## config.mk

```make
export PLATFORM = sky130hd
export DESIGN_NAME = simple_processor
export DESIGN_NICKNAME = d
export VERILOG_FILES = /design/src/rtl/simple_processor.sv
export SDC_FILE = /design/constraint.sdc
export NUM_CORES = 1
export LEC_CHECK = 0
export ABC_AREA = 1
export ABC_CLOCK_PERIOD_IN_PS = 7000
export CAP_MARGIN = 30
export CORE_MARGIN = 4
export CORE_UTILIZATION = 50
export DETAILED_ROUTE_END_ITERATION = 8
export PLACE_DENSITY = 0.67
export SKIP_LAST_GASP = 1
export SLEW_MARGIN = 20
export SYNTH_ARGS = -nofsm -noshare
export SYNTH_HDL_FRONTEND = slang
export SYNTH_SLANG_ARGS = --single-unit
```

## constraint.sdc

```tcl
create_clock -name clock -period 7 [get_ports clock]
set_input_delay 1.4 -clock clock [delete_from_list [all_inputs] [get_ports clock]]
set_output_delay 1.4 -clock clock [all_outputs]
set_load 0.01 [all_outputs]
```

## src/rtl/simple_processor.sv

```systemverilog
// simple_processor: 16-bit multi-cycle processor with eight general registers.
// One instruction is fetched from iin every four clocks and executed over the
// fixed step sequence T0..T3. The shared internal bus is exported for observation.
module simple_processor (
    input  logic        clock,
    input  logic        resetn,
    input  logic [15:0] iin,
    output logic [15:0] bus
);

    localparam logic [1:0] T0 = 2'd0;
    localparam logic [1:0] T1 = 2'd1;
    localparam logic [1:0] T2 = 2'd2;
    localparam logic [1:0] T3 = 2'd3;

    localparam logic [3:0] OP_MV  = 4'b0001;
    localparam logic [3:0] OP_MVI = 4'b1010;
    localparam logic [3:0] OP_ADD = 4'b0010;
    localparam logic [3:0] OP_SUB = 4'b0011;
    localparam logic [3:0] OP_AND = 4'b0100;
    localparam logic [3:0] OP_OUT = 4'b1000;

    logic [1:0]  step;
    logic [15:0] ir;
    logic [15:0] a;
    logic [15:0] g;
    logic [15:0] r [8];

    logic [3:0]  opcode;
    logic [2:0]  rx;
    logic [2:0]  ry;
    logic [15:0] imm;
    logic        is_alu;

    assign opcode = ir[15:12];
    assign rx     = ir[11:9];
    assign ry     = ir[8:6];
    assign imm    = {7'd0, ir[8:0]};
    assign is_alu = (opcode == OP_ADD) || (opcode == OP_SUB) || (opcode == OP_AND);

    // Two-operand ALU; carry and borrow are simply dropped (mod 2^16).
    function automatic logic [15:0] alu(input logic [3:0] op, input logic [15:0] x,
                                        input logic [15:0] y);
        case (op)
            OP_ADD:  alu = x + y;
            OP_SUB:  alu = x - y;
            default: alu = x & y;
        endcase
    endfunction

    // Bus source select: which register or constant drives the bus in this step.
    always_comb begin
        bus = 16'd0;
        if (resetn) begin
            case (step)
                T0: bus = iin;
                T1: begin
                    if (opcode == OP_MV)       bus = r[ry];
                    else if (opcode == OP_OUT) bus = r[rx];
                    else if (opcode == OP_MVI) bus = imm;
                    else if (is_alu)           bus = r[rx];
                end
                T2: if (is_alu) bus = r[ry];
                T3: if (is_alu) bus = g;
                default: bus = 16'd0;
            endcase
        end
    end

    // Step counter, instruction latch and register writes from the bus.
    always_ff @(posedge clock) begin
        if (!resetn) begin
            step <= T0;
            ir   <= 16'd0;
            a    <= 16'd0;
            g    <= 16'd0;
            for (int i = 0; i < 8; i++) r[i] <= 16'd0;
        end else begin
            step <= step + 2'd1;
            case (step)
                T0: ir <= iin;
                T1: begin
                    if (opcode == OP_MV || opcode == OP_MVI) r[rx] <= bus;
                    if (is_alu) a <= bus;
                end
                T2: if (is_alu) g <= alu(opcode, a, bus);
                T3: if (is_alu) r[rx] <= bus;
                default: ;
            endcase
        end
    end

endmodule

```

# Yosys cells after proc, flatten, opt, wreduce, memory -nomap -nowiden

Memory sizes are Yosys's and may differ from the RTL's. A register that Yosys moved wholly into a read port is not among the register bits.
Cells that the tools add are included.

Register bits: 50
RAM bits: 128
Input bits: 18
Word-level logic and storage cells: 52
Memories kept: 1

Add/sub/neg operators: 3
Equal/unequal tests: 9
Muxes and demuxes: 26
Bitwise gates (word level): 2
Reductions and logical operators: 7

Memories:

| memory | depth | width | read ports | clocked after memory_dff | wr ports | line | text |
|---|---|---|---|---|---|---|---|
| r      | 8     | 16    | 2          | 2                        | 8        | 27   | `logic [15:0] r [8];` |

Operator list:

| kind                                                | number |
|---|---|
| two-way mux 16 bit                                  | 9 |
| case mux 16 bit (4 select lines)                    | 1 |
| case mux 16 bit (2 select lines)                    | 1 |
| adder 16 bit                                        | 1 |
| bitwise AND 16 bit                                  | 1 |
| OR reduction 16 bit                                 | 1 |
| subtractor 16 bit                                   | 1 |
| two-way mux 3 bit                                   | 5 |
| two-way mux 1 bit                                   | 10 |
| equality test 4 x 2 -> 1 bit, second input constant | 2 |
| equality test 4 bit, second input constant          | 2 |
| equality test 2 bit, second input constant          | 2 |
| equality test 4 x 1 -> 1 bit, second input constant | 1 |
| equality test 4 x 3 -> 1 bit, second input constant | 1 |
| AND reduction 2 bit                                 | 2 |
| logical OR 1 bit                                    | 3 |
| adder 2 x 1 -> 2 bit, second input constant         | 1 |
| equality test 2 x 1 -> 1 bit, second input constant | 1 |
| logical NOT 2 bit                                   | 1 |
| OR 1 bit                                            | 1 |

# Depth between registers and ports, before layout

Depth after elaboration: 11
Gate-level depth with buffers: 38

# Worst setup path before layout

No wires, ideal clock.

Path kind: input -> register
Start: input resetn
End: register g[14]
Library setup time: 134 ps
Data arrival time: 4421 ps
Setup slack: 2446 ps
Cell stages on the path: 22
Path buffers: 1
Cell sequence: buf_2 > inv_1 > nor2_2 > clkinv_1 > ha_1 > nand2_1 > o21ai_0 > fa_1 > inv_1 > nand3_1 > nand2_1 > a31oi_1 > o21ai_0 > a21boi_0 > o21ai_0 > nand2_1 > nand2_1 > a21oi_1 > nand2_1 > nand2_1 > o21ai_1 > a21oi_1

Cells in the longest elaborated chain, start to end: 3
Elaborated cells between the ends (all ways): 5
Classes of those cells: add/sub: 2; mux: 2; bitwise: 1

RTL lines:

| what                                              | line   | text |
|---|---|---|
| start: declaration                                | 6      | `input logic resetn,` |
| two-way mux 16 bit *                              | 54     | `if (resetn) begin` |
| via bus[0]                                        | 8      | `output logic [15:0] bus` |
| subtractor 16 bit or adder 16 bit (tied branches) | 46, 45 |  |
| case mux 16 bit (2 select lines) *                | 44     | `case (op)` |
| end signal: assignment                            | 86     | `T2: if (is_alu) g <= alu(opcode, a, bus);` |
| end: declaration                                  | 26     | `logic [15:0] g;` |

Mark *: on every way through the listed nets, which the timed path passes. The rest lies on a longest branch.
A chain may end at the register's enable or synchronous reset.

# Final worst setup path

Start: register ir[13]
End: register g[14]

Cells in the longest elaborated chain, start to end: 11
Elaborated cells between the ends (all ways): 21
Classes of those cells: add/sub: 2; eq/ne: 6; mux: 9; bitwise: 1; reduce/logical: 3

RTL lines:

| what                                            | line   | text |
|---|---|---|
| start: declaration                              | 24     | `logic [15:0] ir;` |
| start signal: assignment                        | 81     | `T0: ir <= iin;` |
| equality test 4 x 2 -> 1 bit                    | 39, 44 |  |
| logical OR 1 bit (2 in series)                  | 39     | `assign is_alu = (opcode == OP_ADD) \|\| (opcode == OP_SUB) \|\| (opcode == OP_AND);` |
| two-way mux 16 bit                              | 61     | `else if (is_alu) bus = r[rx];` |
| two-way mux 16 bit                              | 60     | `else if (opcode == OP_MVI) bus = imm;` |
| two-way mux 16 bit                              | 59     | `else if (opcode == OP_OUT) bus = r[rx];` |
| two-way mux 16 bit                              | 58     | `if (opcode == OP_MV) bus = r[ry];` |
| case mux 16 bit (4 select lines)                | 55     | `case (step)` |
| two-way mux 16 bit                              | 54     |  |
| subtractor 16 bit, or another cell as far along | 46     | `OP_SUB: alu = x - y;` |
| case mux 16 bit (2 select lines)                | 44     |  |

Parallel ways exist; a longest one is shown, timed or not.

==> results.md <==
- Main flop type after synthesis: edfxtp_1
- Root buf cell: clkbuf_16
- Drt drc: 0
- Combinational family with the most area after synthesis: simple AND/OR/NAND/NOR gates
- Number of global-route vias before repair: 9256
- Hold crit path type: flip-flop to flip-flop
- IO Pins: 34
- Mux cell area share after synthesis: 0
- Post-synth top area cell: edfxtp_1
- Initial antenna violation count: 1
- P per Cell Area: 232 nW/µm²
- Post-synthesis cell count: 1477
- Remaining Overflow, GRT: 0
- Worst Hold End: ir[0]$_SDFFE_PN0P_
- Reg-to-reg critical path endpoint: g[14]$_SDFFE_PN0P_
- Max Cap Violations: 0
- Synth cell types: 46
- Critical path type: flip-flop to flip-flop
- FF-to-FF path depth: 27
- Synth Area in Adders: 0.0259
- Hold depth: 2
- Total length of routed wires: 35.3 mm
- Nets@finish: 1502
- Worst Path Required: 7.31 ns
- Period utilization: 0.784
- Initial Util: 0.513
- Synth Area in XOR/XNOR: 0.0152
- Compound-Gate Fraction of Synth Area: 0.0964
- Min Tclk post-route: 5.49 ns
- Mapped Area: 10900 µm²
- ANT nets after route: 0
- Die span in x: 156 µm
- CTS HTree Levels: 4
- Relative slew slack: 0.302
- Post-CTS Setup Bufs: 0
- Total track usage: 0.289
- Avg Synthesized Cell Area: 7.40 µm²
- Synth async-reset ratio: 0
- First-pass GRT wire length: 53.4 mm
- Final TNS setup: 0 ns
- Clock tree buffer depth: 2
- Largest net degree at the start of global routing: 71
- Post-synth EDFFs: 128
- Number of synthesized register bits: 184
- TritonCTS clock tree: done
- Syn nets: 1517
- Leak: 5.01 nW
- Arrival time at the worst endpoint: 5.80 ns
- Seq/Total Area, Yosys: 0.454
- N_diodes: 0
- Placer congestion estimate: 0.909
- DP Wirelength: 22.6 mm
- Post-layout util: 0.564
- Vias per inst: 5.80
- Initial DRC count: 1200
- Synth Warn #: 0
- Actual slew at the worst max-slew pin: 1.04 ns
- Element type at the critical path end: flip-flop
- Max-slew violation count: 0
- Post_cts resized: 0
- Worst VDD drop: 165 µV
- Final Hold Vio Count: 0
- Cts bufs inserted: 17
- Avg WL per Cell: 20.1 µm
- RR Startpoint: ir[13]$_SDFFE_PN0P_
- Port Buffer Count: 33
- Status: finished, final reports clean
- Count leader, synth: nand2_1
- Hold Crit Start: ir[0]$_SDFFE_PN0P_
- Pre-Repair DR Iteration Count: 6
- Max Freq: 182 MHz
- Final Setup Violations: 0
- # hold bufs at CTS: 0
- Via count: 10144
- Reg-to-reg slack, setup: 1.51 ns
- Synth Area in Simple Gates: 0.326
- Area of the core: 21300 µm²
- Skew-Pair Late Insertion Delay: 0.44 ns
- Clock sinks: 184
- Die area: 24300 µm²
- Yosys top cell area share: 0.352
- Area delta synth->final: 9.90%
- Layout cells sized above 1: 0.0739
- Clock skew: 0.0109 ns
- Dominant cells by area after synthesis: edfxtp_1 (35%), nand2_1 (13%), dfxtp_1 (10%), nor2_1 (7.9%), nand3_1 (7.9%)
- Worst-path maximum fanout: 27
- Top cells by count, synth: nand2_1 (392), nor2_1 (231), nand3_1 (173)
- FP Rows: 53
- Crit start category: flip-flop
- Die Ht: 156 µm
- RSZ-0062 raised after global routing: no
- Clk slew on worst S/H paths: 0.08 ns
[layer usage]
metal	GRT usage	share of wire
met1	0.401	0.41
met2	0.453	0.46
met3	0.0552	0.10
met4	0.103	0.029
met5	0	0.00037
[report_power, final]
part	internal (mW)	leakage (nW)	total (mW)	switching (mW)
Sequential	1.20	1.78	1.23	0.0297
Combinational	0.186	2.96	0.597	0.411
Clock	0.504	0.274	0.956	0.453
Total	1.89	5.01	2.79	0.893
[placed cells by master (no fill, tap or decap), types with 13 or more instances in the layout]
cell type / synthesis / layout
or2_2: 13 / 13
xor2_1: 14 / 14
o21ai_0: 70 / 70
a31oi_1: 13 / 13
ha_1: 21 / 21
clkdlybuf4s50_1: 0 / 33
nand2_1: 392 / 392
clkbuf_16: 0 / 17
inv_1: 104 / 104
inv_2: 17 / 17
nor2_1: 231 / 231
a21oi_1: 73 / 73
nand3_1: 173 / 173
edfxtp_1: 128 / 128
buf_4: 6 / 16
dfxtp_1: 56 / 54
[worst max-delay path: stages, from the launching register on]
cell and delay, ns:
dfxtp_1 0.58, nand2_2 0.40, nand2_2 0.25, nand2_4 0.18, inv_2 0.39, a21oi_1 0.13, nand3_1 0.11, nand2_1 0.09
nor2_2 0.21, clkinv_1 0.31, ha_1 0.36, nand2_1 0.06, o21ai_0 0.14, fa_1 0.44, inv_1 0.07, nand3_1 0.06
nand2_1 0.10, a31oi_1 0.12, o21ai_0 0.31, a21boi_0 0.21, o21ai_0 0.25, nand2_1 0.10, nand2_1 0.07, a21oi_1 0.07
nand2_1 0.07, nand2_1 0.05, o21ai_1 0.15, a21oi_1 0.07
[flip-flops by register name, indices dropped and copies added, names as in the netlist, named ones only]
name	flops
r	128
g	16
ir	16
a	16
step	2
[stage by stage]
| step | instance area, µm² | power (mW) | setup WS, ns | hold slack (ns) | std cells |
|---|---|---|---|---|---|
| 3_5_place_dp | 11400 | 1.84 | 1.50 | 0.453 | 1716 |
| 2_1_floorplan | 10900 | 1.66 | 2.45 | 0.433 | 1477 |
| 4_1_cts | 12000 | 2.77 | 1.53 | 0.464 | 1748 |
| 5_1_grt | 12000 | 2.90 | 0.949 | 0.490 | 1750 |
| 3_3_place_gp | 11300 | 1.83 | 1.55 | 0.452 | 1710 |
| 6_report | 12000 | 2.79 | 1.51 | 0.461 | 1750 |
[how the worst max path moves through the flow]
stage                         from            endpoint  slack (ns)
2_1_floorplan               resetn  g[14]$_SDFFE_PN0P_        2.45
3_3_place_gp                resetn  g[14]$_SDFFE_PN0P_        1.55
3_5_place_dp                resetn  g[14]$_SDFFE_PN0P_        1.50
4_1_cts        ir[13]$_SDFFE_PN0P_  g[14]$_SDFFE_PN0P_        1.53
5_1_grt        ir[13]$_SDFFE_PN0P_  g[13]$_SDFFE_PN0P_        0.95
6_report       ir[13]$_SDFFE_PN0P_  g[14]$_SDFFE_PN0P_        1.51
[kinds of logic after synthesis]
family	Yosys count
AO/OA/AOI/OAI	191
XOR/XNOR	19
adder cells (fa/ha/maj)	22
buffers and inverters	215
flip-flops	184
AND/OR/NAND/NOR	846
[area by class of cell]
type | instances | area, µm²
clock buffer | 19 | 433
clock inverter | 13 | 140
fill | 1986 | 9280
inverter | 124 | 467
multi-input combinational | 1078 | 5070
sequential | 184 | 4970
tap | 275 | 344
timing repair buffer | 57 | 588
Note: power is estimated with default switching activity, not from simulation.
